$ cat src/rtl/imem_arbiter_rr_if.sv
// -----------------------------------------------------------------------------
// imem_arbiter_rr_if
// Bundles the requester-side and memory-side signals of imem_arbiter_rr.
//
// Parameters: PORTS (requesters), PORTW (data width), ADDRWIDTH (address width)
//
// Handshake: a requester asserts req_en_x[i] low and holds its address, data,
// write enable and bit mask stable for as long as busy[i] is high. The cycle in
// which busy[i] is low while req_en_x[i] is low is the accepted cycle. For a
// read, q carries the data one cycle later, marked by rvalid[i]. Nothing is
// queued: a request dropped while busy simply disappears.
//
// Signals:
//   req_en_x/req_wr_x       per-port enable / write enable, active low
//   req_addr/req_d          flat per-port address / write data
//   req_bit_wr_x            flat per-port bit write mask, active low
//   mem_en_x/mem_wr_x       memory enable / write enable, active low
//   mem_addr/mem_d          memory address / write data
//   mem_bit_wr_x            memory bit mask, active low
//   mem_q                   memory read data (one cycle after a read)
//   q                       mem_q passed through
//   busy/rvalid             per-port busy / read-data-valid
//   grant_id                granted port index, 0 when idle
//
// Modports: slave = arbiter side, master = requesters plus memory model.
// -----------------------------------------------------------------------------
interface imem_arbiter_rr_if #(
  parameter int PORTS     = 2,
  parameter int PORTW     = 32,
  parameter int ADDRWIDTH = 7
);
  logic [PORTS-1:0]           req_en_x;
  logic [PORTS-1:0]           req_wr_x;
  logic [PORTS*ADDRWIDTH-1:0] req_addr;
  logic [PORTS*PORTW-1:0]     req_d;
  logic [PORTS*PORTW-1:0]     req_bit_wr_x;
  logic                       mem_en_x;
  logic                       mem_wr_x;
  logic [ADDRWIDTH-1:0]       mem_addr;
  logic [PORTW-1:0]           mem_d;
  logic [PORTW-1:0]           mem_bit_wr_x;
  logic [PORTW-1:0]           mem_q;
  logic [PORTW-1:0]           q;
  logic [PORTS-1:0]           busy;
  logic [PORTS-1:0]           rvalid;
  logic [2:0]                 grant_id;

  modport slave (
    input  req_en_x, req_wr_x, req_addr, req_d, req_bit_wr_x, mem_q,
    output mem_en_x, mem_wr_x, mem_addr, mem_d, mem_bit_wr_x, q, busy, rvalid, grant_id
  );

  modport master (
    output req_en_x, req_wr_x, req_addr, req_d, req_bit_wr_x, mem_q,
    input  mem_en_x, mem_wr_x, mem_addr, mem_d, mem_bit_wr_x, q, busy, rvalid, grant_id
  );
endinterface

$ cat src/rtl/imem_arbiter_rr.sv
// -----------------------------------------------------------------------------
// imem_arbiter_rr
// Round-robin arbiter sharing one single-port memory among PORTS requesters.
// The grant is combinational; a rotating pointer gives the port after the last
// winner first priority. Reads raise a one-hot rvalid one cycle later, aligned
// with the memory's read data on q.
//
// Optional feature (macro IMEM_ARB_BURST_LOCK_EN): the owner of the previous
// grant keeps the memory for up to MAX_BURST consecutive cycles while it keeps
// requesting; the pointer is frozen during a locked run. Without the macro the
// arbiter is pure round-robin and MAX_BURST is unused.
//
// Ports:
//   clk   rising-edge clock
//   rst   asynchronous active-high reset
//   bus   imem_arbiter_rr_if.slave (requester and memory signals)
// -----------------------------------------------------------------------------
module imem_arbiter_rr #(
  parameter int PORTS     = 2,
  parameter int PORTW     = 32,
  parameter int ADDRWIDTH = 7,
  parameter int MAX_BURST = 4
) (
  input  logic               clk,
  input  logic               rst,
  imem_arbiter_rr_if.slave   bus
);

  localparam int PW = (PORTS > 1) ? $clog2(PORTS) : 1;

  // Out-of-range configurations elaborate this marker block, which makes a
  // bad parameter set visible in the hierarchy.
  if (PORTS < 2 || PORTS > 8 || MAX_BURST < 1 || MAX_BURST > 15) begin : g_cfg_out_of_range
  end

  logic [PORTS-1:0] w_req;
  logic             w_search_hit;
  logic [PW-1:0]    w_search_idx;
  logic [PW-1:0]    w_idx;
  logic             w_gnt;
  logic             w_lock;
  logic [PW-1:0]    w_g;
  logic [PW-1:0]    r_ptr;
  logic [PORTS-1:0] r_rvalid;

  assign w_req = ~bus.req_en_x;

  // Walk the ports from the farthest to the nearest offset from r_ptr so the
  // last hit written is the nearest requester, with no early exit needed.
  always_comb begin
    w_search_hit = 1'b0;
    w_search_idx = '0;
    w_idx        = '0;
    for (int k = PORTS - 1; k >= 0; k--) begin
      w_idx = PW'((int'(r_ptr) + k) % PORTS);
      if (w_req[w_idx]) begin
        w_search_hit = 1'b1;
        w_search_idx = w_idx;
      end
    end
  end

  // A locked owner is always requesting, so a search hit exists whenever a
  // grant is made.
  assign w_gnt = w_search_hit;

`ifdef IMEM_ARB_BURST_LOCK_EN
  localparam int CW = 4;

  logic [CW-1:0] r_cnt;
  logic [PW-1:0] r_owner;

  // r_cnt is nonzero only if the previous cycle produced a grant.
  assign w_lock = (r_cnt != '0) && w_req[r_owner] && (r_cnt < CW'(MAX_BURST));
  assign w_g    = w_lock ? r_owner : w_search_idx;

  always_ff @(posedge clk or posedge rst) begin
    if (rst) begin
      r_cnt   <= '0;
      r_owner <= '0;
    end else if (!w_gnt) begin
      r_cnt   <= '0;
    end else if (w_lock) begin
      r_cnt   <= r_cnt + 1'b1;
    end else begin
      r_cnt   <= CW'(1);
      r_owner <= w_g;
    end
  end
`else
  assign w_lock = 1'b0;
  assign w_g    = w_search_idx;
`endif

  always_ff @(posedge clk or posedge rst) begin
    if (rst) begin
      r_ptr    <= '0;
      r_rvalid <= '0;
    end else begin
      r_rvalid <= (w_gnt && bus.req_wr_x[w_g]) ? (PORTS'(1) << w_g) : '0;
      // During a locked run the pointer stays put so round-robin resumes
      // from owner+1 once the burst ends.
      if (w_gnt && !w_lock) begin
        r_ptr <= (w_g == PW'(PORTS - 1)) ? '0 : (w_g + 1'b1);
      end
    end
  end

  // Idle drives the memory inactive but still routes port 0's address and
  // data so the memory pins never float.
  always_comb begin
    bus.mem_en_x     = 1'b1;
    bus.mem_wr_x     = 1'b1;
    bus.mem_bit_wr_x = '1;
    bus.mem_addr     = bus.req_addr[0 +: ADDRWIDTH];
    bus.mem_d        = bus.req_d[0 +: PORTW];
    bus.busy         = '0;
    bus.grant_id     = 3'd0;
    if (w_gnt) begin
      bus.mem_en_x     = bus.req_en_x[w_g];
      bus.mem_wr_x     = bus.req_wr_x[w_g];
      bus.mem_bit_wr_x = bus.req_bit_wr_x[int'(w_g) * PORTW +: PORTW];
      bus.mem_addr     = bus.req_addr[int'(w_g) * ADDRWIDTH +: ADDRWIDTH];
      bus.mem_d        = bus.req_d[int'(w_g) * PORTW +: PORTW];
      bus.busy         = w_req & ~(PORTS'(1) << w_g);
      bus.grant_id     = 3'(w_g);
    end
  end

  assign bus.q      = bus.mem_q;
  assign bus.rvalid = r_rvalid;

endmodule
$ cat src/flat_wrapper.sv
// flat-port wrapper written by rule: the top's interface ports become plain ports
module imem_arbiter_rr_flat 
#(
  parameter int PORTS     = 2,
  parameter int PORTW     = 32,
  parameter int ADDRWIDTH = 7,
  parameter int MAX_BURST = 4
)
  (clk, rst, bus_req_en_x, bus_req_wr_x, bus_req_addr, bus_req_d, bus_req_bit_wr_x, bus_mem_q, bus_mem_en_x, bus_mem_wr_x, bus_mem_addr, bus_mem_d, bus_mem_bit_wr_x, bus_q, bus_busy, bus_rvalid, bus_grant_id);
  imem_arbiter_rr_if #(.PORTS(PORTS), .PORTW(PORTW), .ADDRWIDTH(ADDRWIDTH)) bus_i ();
  input  logic clk;
  input  logic rst;
  input wire logic [$bits(bus_i.req_en_x)-1:0] bus_req_en_x;
  input wire logic [$bits(bus_i.req_wr_x)-1:0] bus_req_wr_x;
  input wire logic [$bits(bus_i.req_addr)-1:0] bus_req_addr;
  input wire logic [$bits(bus_i.req_d)-1:0] bus_req_d;
  input wire logic [$bits(bus_i.req_bit_wr_x)-1:0] bus_req_bit_wr_x;
  input wire logic [$bits(bus_i.mem_q)-1:0] bus_mem_q;
  output wire logic [$bits(bus_i.mem_en_x)-1:0] bus_mem_en_x;
  output wire logic [$bits(bus_i.mem_wr_x)-1:0] bus_mem_wr_x;
  output wire logic [$bits(bus_i.mem_addr)-1:0] bus_mem_addr;
  output wire logic [$bits(bus_i.mem_d)-1:0] bus_mem_d;
  output wire logic [$bits(bus_i.mem_bit_wr_x)-1:0] bus_mem_bit_wr_x;
  output wire logic [$bits(bus_i.q)-1:0] bus_q;
  output wire logic [$bits(bus_i.busy)-1:0] bus_busy;
  output wire logic [$bits(bus_i.rvalid)-1:0] bus_rvalid;
  output wire logic [$bits(bus_i.grant_id)-1:0] bus_grant_id;
  assign bus_i.req_en_x = bus_req_en_x;
  assign bus_i.req_wr_x = bus_req_wr_x;
  assign bus_i.req_addr = bus_req_addr;
  assign bus_i.req_d = bus_req_d;
  assign bus_i.req_bit_wr_x = bus_req_bit_wr_x;
  assign bus_i.mem_q = bus_mem_q;
  assign bus_mem_en_x = bus_i.mem_en_x;
  assign bus_mem_wr_x = bus_i.mem_wr_x;
  assign bus_mem_addr = bus_i.mem_addr;
  assign bus_mem_d = bus_i.mem_d;
  assign bus_mem_bit_wr_x = bus_i.mem_bit_wr_x;
  assign bus_q = bus_i.q;
  assign bus_busy = bus_i.busy;
  assign bus_rvalid = bus_i.rvalid;
  assign bus_grant_id = bus_i.grant_id;
  imem_arbiter_rr #(.PORTS(PORTS), .PORTW(PORTW), .ADDRWIDTH(ADDRWIDTH), .MAX_BURST(MAX_BURST)) u_core (.clk(clk), .rst(rst), .bus(bus_i));
endmodule
$ cat config.mk
export PLATFORM = sky130hd
export DESIGN_NAME = imem_arbiter_rr_flat
export DESIGN_NICKNAME = d
export VERILOG_FILES = /design/src/rtl/imem_arbiter_rr_if.sv /design/src/rtl/imem_arbiter_rr.sv /design/src/flat_wrapper.sv
export SDC_FILE = /design/constraint.sdc
export NUM_CORES = 1
export LEC_CHECK = 0
export ABC_AREA = 1
export CORE_AREA = 2 2 113 115
export CTS_CLUSTER_DIAMETER = 30
export DETAILED_ROUTE_END_ITERATION = 6
export DIE_AREA = 0 0 115 117
export SETUP_SLACK_MARGIN = 0.02
export SLEW_MARGIN = 20
export SYNTH_ARGS = -nofsm -noshare
export SYNTH_HDL_FRONTEND = slang
export SYNTH_SLANG_ARGS = --single-unit
export TNS_END_PERCENT = 5
$ cat constraint.sdc
create_clock -name clk -period 4.4 [get_ports clk]
set_input_delay 1.32 -clock clk [delete_from_list [all_inputs] [get_ports clk]]
set_output_delay 1.32 -clock clk [all_outputs]
set_load 0.005 [all_outputs]
==> flow_summary.ini <==
[layout]
drive_gt1_share_pct = 6.91
diodes = 0
fin_cells = 642
area_delta_synth_final_pct = 183
final_cell_area_um2 = 3960
num-nets-final = 673

[cts]
clockRootBuffer = clkbuf_16
clk_latency_ns = 0.23
clk_path_buf_depth = 2
clk_pin_slew_ns = 0.03
cts_tree = built
htree_levels = 1
cts_sinks = 3
cts_made_buffers = 3

[place]
post_dp_cell_area_um2 = 3570
port_buffers = 225
detailed_place_hpwl_um = 6200
gp_congestion = 0.730
dp_cells = 617
place_ws_ns = -0.0931

[detailed_routing]
ant_nets = 0
wl_um = 8800
num_vias = 2497
drt-pass1-iter-count = 4
vias_per_cell = 3.89
routed.top_layer = met4
route.detailed.wl_per_inst_um = 13.7
met1_length_um = 3240
drt_iter0_drc = 44
dr_wl_met2_um = 4370
drc_errors = 0
routed-wl-met3_um = 1010

[worst_setup_path]
path_class = in -> out
crit_path_top_delay_cell = clkdlybuf4s50_1
crit_required_ns = 3.08
critical-path-max-stage-delay_ns = 0.51
startpoint_type = input pin
path_cells = dlygate4sd2_1, buf_12, o21ai_4, buf_4, clkbuf_16, nand2_1, nand2_1, clkdlybuf4s50_1
ff2ff_setup_slack_ns = 3.01
endpoint_kind = output port
crit_arrival_ns = 2.98
cpMostUsedCell = nand2_1
crit_path_max_fanout = 9

[min_path]
hold_path_class = reg -> reg

[pwr]
p_per_area_nw_per_um2 = 162
p_leak_nw = 1.80
ir_worst_vdd_mv = 0.0868

[global_route]
antenna_found_initial = 0
grt_max_degree = 38
grt_overflow_total = 0
grt_pass1_vias = 2302
grt_pass1_wl_um = 10800
track_usage_pct = 10.0

[logic_synthesis]
synthesis.instances = 287
synth_seq_area_share_pct = 5.36
syn_area_um2 = 1400
ys_seq_elements = 3
ys_types = 14
syn_avg_cell_area_um2 = 4.88
yosysWarnings = 0

[sta]
fin_skew_ns = 0.00336
timing.final.ws_setup_ns = 0.0975
setup_tns_ns = 0
max_freq_mhz = 232
min_period_ns = 4.30
final_hold_viol_count = 0
drv_slew = 0
finalCritPeriodShare_pct = 97.8
setup_viol = 0
rsz0062_at_grt = true
hold_slack_ns = 0.640

[die]
die_h_um = 117
die_w_um = 115
rows = 41
start_util_pct = 11.4
pin_count = 292
core_area_um2 = 12300
die_area_um2 = 13500

[run]
cap_violations = 0

[outcome]
outcome = complete, no violations
==> cell type report <==
| class | count | area, µm² |
|---|---|---|
| repair buffers | 253 | 2680 |
| fillers | 1331 | 8350 |
| flip-flops and latches | 3 | 75.1 |
| clock buffers | 4 | 78.8 |
| multi-input cells | 227 | 923 |
| well taps | 150 | 188 |
| inverters | 5 | 18.8 |
==> registers in the layout, indices dropped and copies added (netlist names) <==
signal             cells
u_core.r_ptr           1
u_core.bus.rvalid      2
==> metal layers <==
metal  track usage (%)  up-vias
met5                 0        -
met4              3.69        0
met3              4.07       18
met2              18.2      160
met1              10.5     1069
li1                  -     1250
==> cell usage after synthesis <==
cell type / number / area share [%]
buf_2: 6 / 2.1
buf_4: 35 / 19
buf_6: 8 / 6.4
clkbuf_1: 5 / 1.3
conb_1: 1 / 0.27
dfrtp_1: 3 / 5.4
inv_1: 5 / 1.3
nand2_1: 183 / 49
nand3_1: 1 / 0.36
nor2_1: 4 / 1.1
nor2_2: 1 / 0.45
o21a_1: 1 / 0.54
o21ai_0: 33 / 12
o21ai_4: 1 / 1.2
==> cell usage in the layout, fill, tap and decap left out <==
| cell type | instances |
|---|---|
| o21ai_0 | 33 |
| o21ai_4 | 1 |
| o21a_1 | 1 |
| buf_12 | 7 |
| buf_4 | 12 |
| nor2_1 | 4 |
| dlymetal6s2s_1 | 1 |
| buf_6 | 3 |
| clkbuf_16 | 7 |
| dlygate4sd2_1 | 1 |
| bufbuf_16 | 1 |
| inv_1 | 5 |
| clkdlybuf4s50_1 | 223 |
| buf_16 | 1 |
| nand2_1 | 183 |
| nand3_1 | 1 |
| dfrtp_1 | 3 |
| o21ai_2 | 1 |
| conb_1 | 2 |
| nor2_4 | 1 |
| clkbuf_1 | 1 |
==> logic make-up (layout without fill, tap and decap cells) <==
logic type	after synthesis	after routing	share of synthesized area, %
buffers and inverters	59	262	30.0
AND/OR/NAND/NOR	189	189	50.9
flip-flops	3	3	5.36
other	1	2	0.268
AO/OA/AOI/OAI	35	36	13.5
==> worst max-delay path, delay by kind of cell <==
family / cells / cell delay, ns
buffers and inverters: 5 / 1.23
AO/OA/AOI/OAI: 1 / 0.28
AND/OR/NAND/NOR: 2 / 0.15
==> stage by stage <==
stage,power (W),utilization [%]
final,0.000643,32.2
after global routing,0.000689,32.2
after CTS,0.000619,30.7
after detailed placement,0.000445,29.0
after global placement,0.000442,29.0
after floorplan,0.000175,-
==> power breakdown <==
| part | internal [W] | switching, W |
|---|---|---|
| registers | 0.0000298 | 0.00000216 |
| logic | 0.000311 | 0.000155 |
| clock network | 0.000120 | 0.0000257 |
| total | 0.000460 | 0.000182 |
==> final timing paths <==
path | end | cells past startpoint | from
max | bus_mem_d[6] | 8 | bus_req_en_x[0]
min | u_core.r_ptr | 1 | u_core.r_ptr
max reg2reg | u_core.r_ptr | 5 | u_core.r_ptr
min reg2reg | u_core.r_ptr | 1 | u_core.r_ptr
max in group asynchronous | u_core.bus.rvalid[0] | 2 | rst
min in group asynchronous | u_core.r_ptr | 2 | rst
==> timing repair <==
action | in CTS | in global routing
hold buffers | 0 | 0
buffers inserted | 6 | 6
pin swaps | 1 | 1
cloned | 2 | 7
gates resized for setup | 2 | 3
endpoints found under the setup margin | 71 | 31
Note: power is estimated with default switching activity, not from simulation.
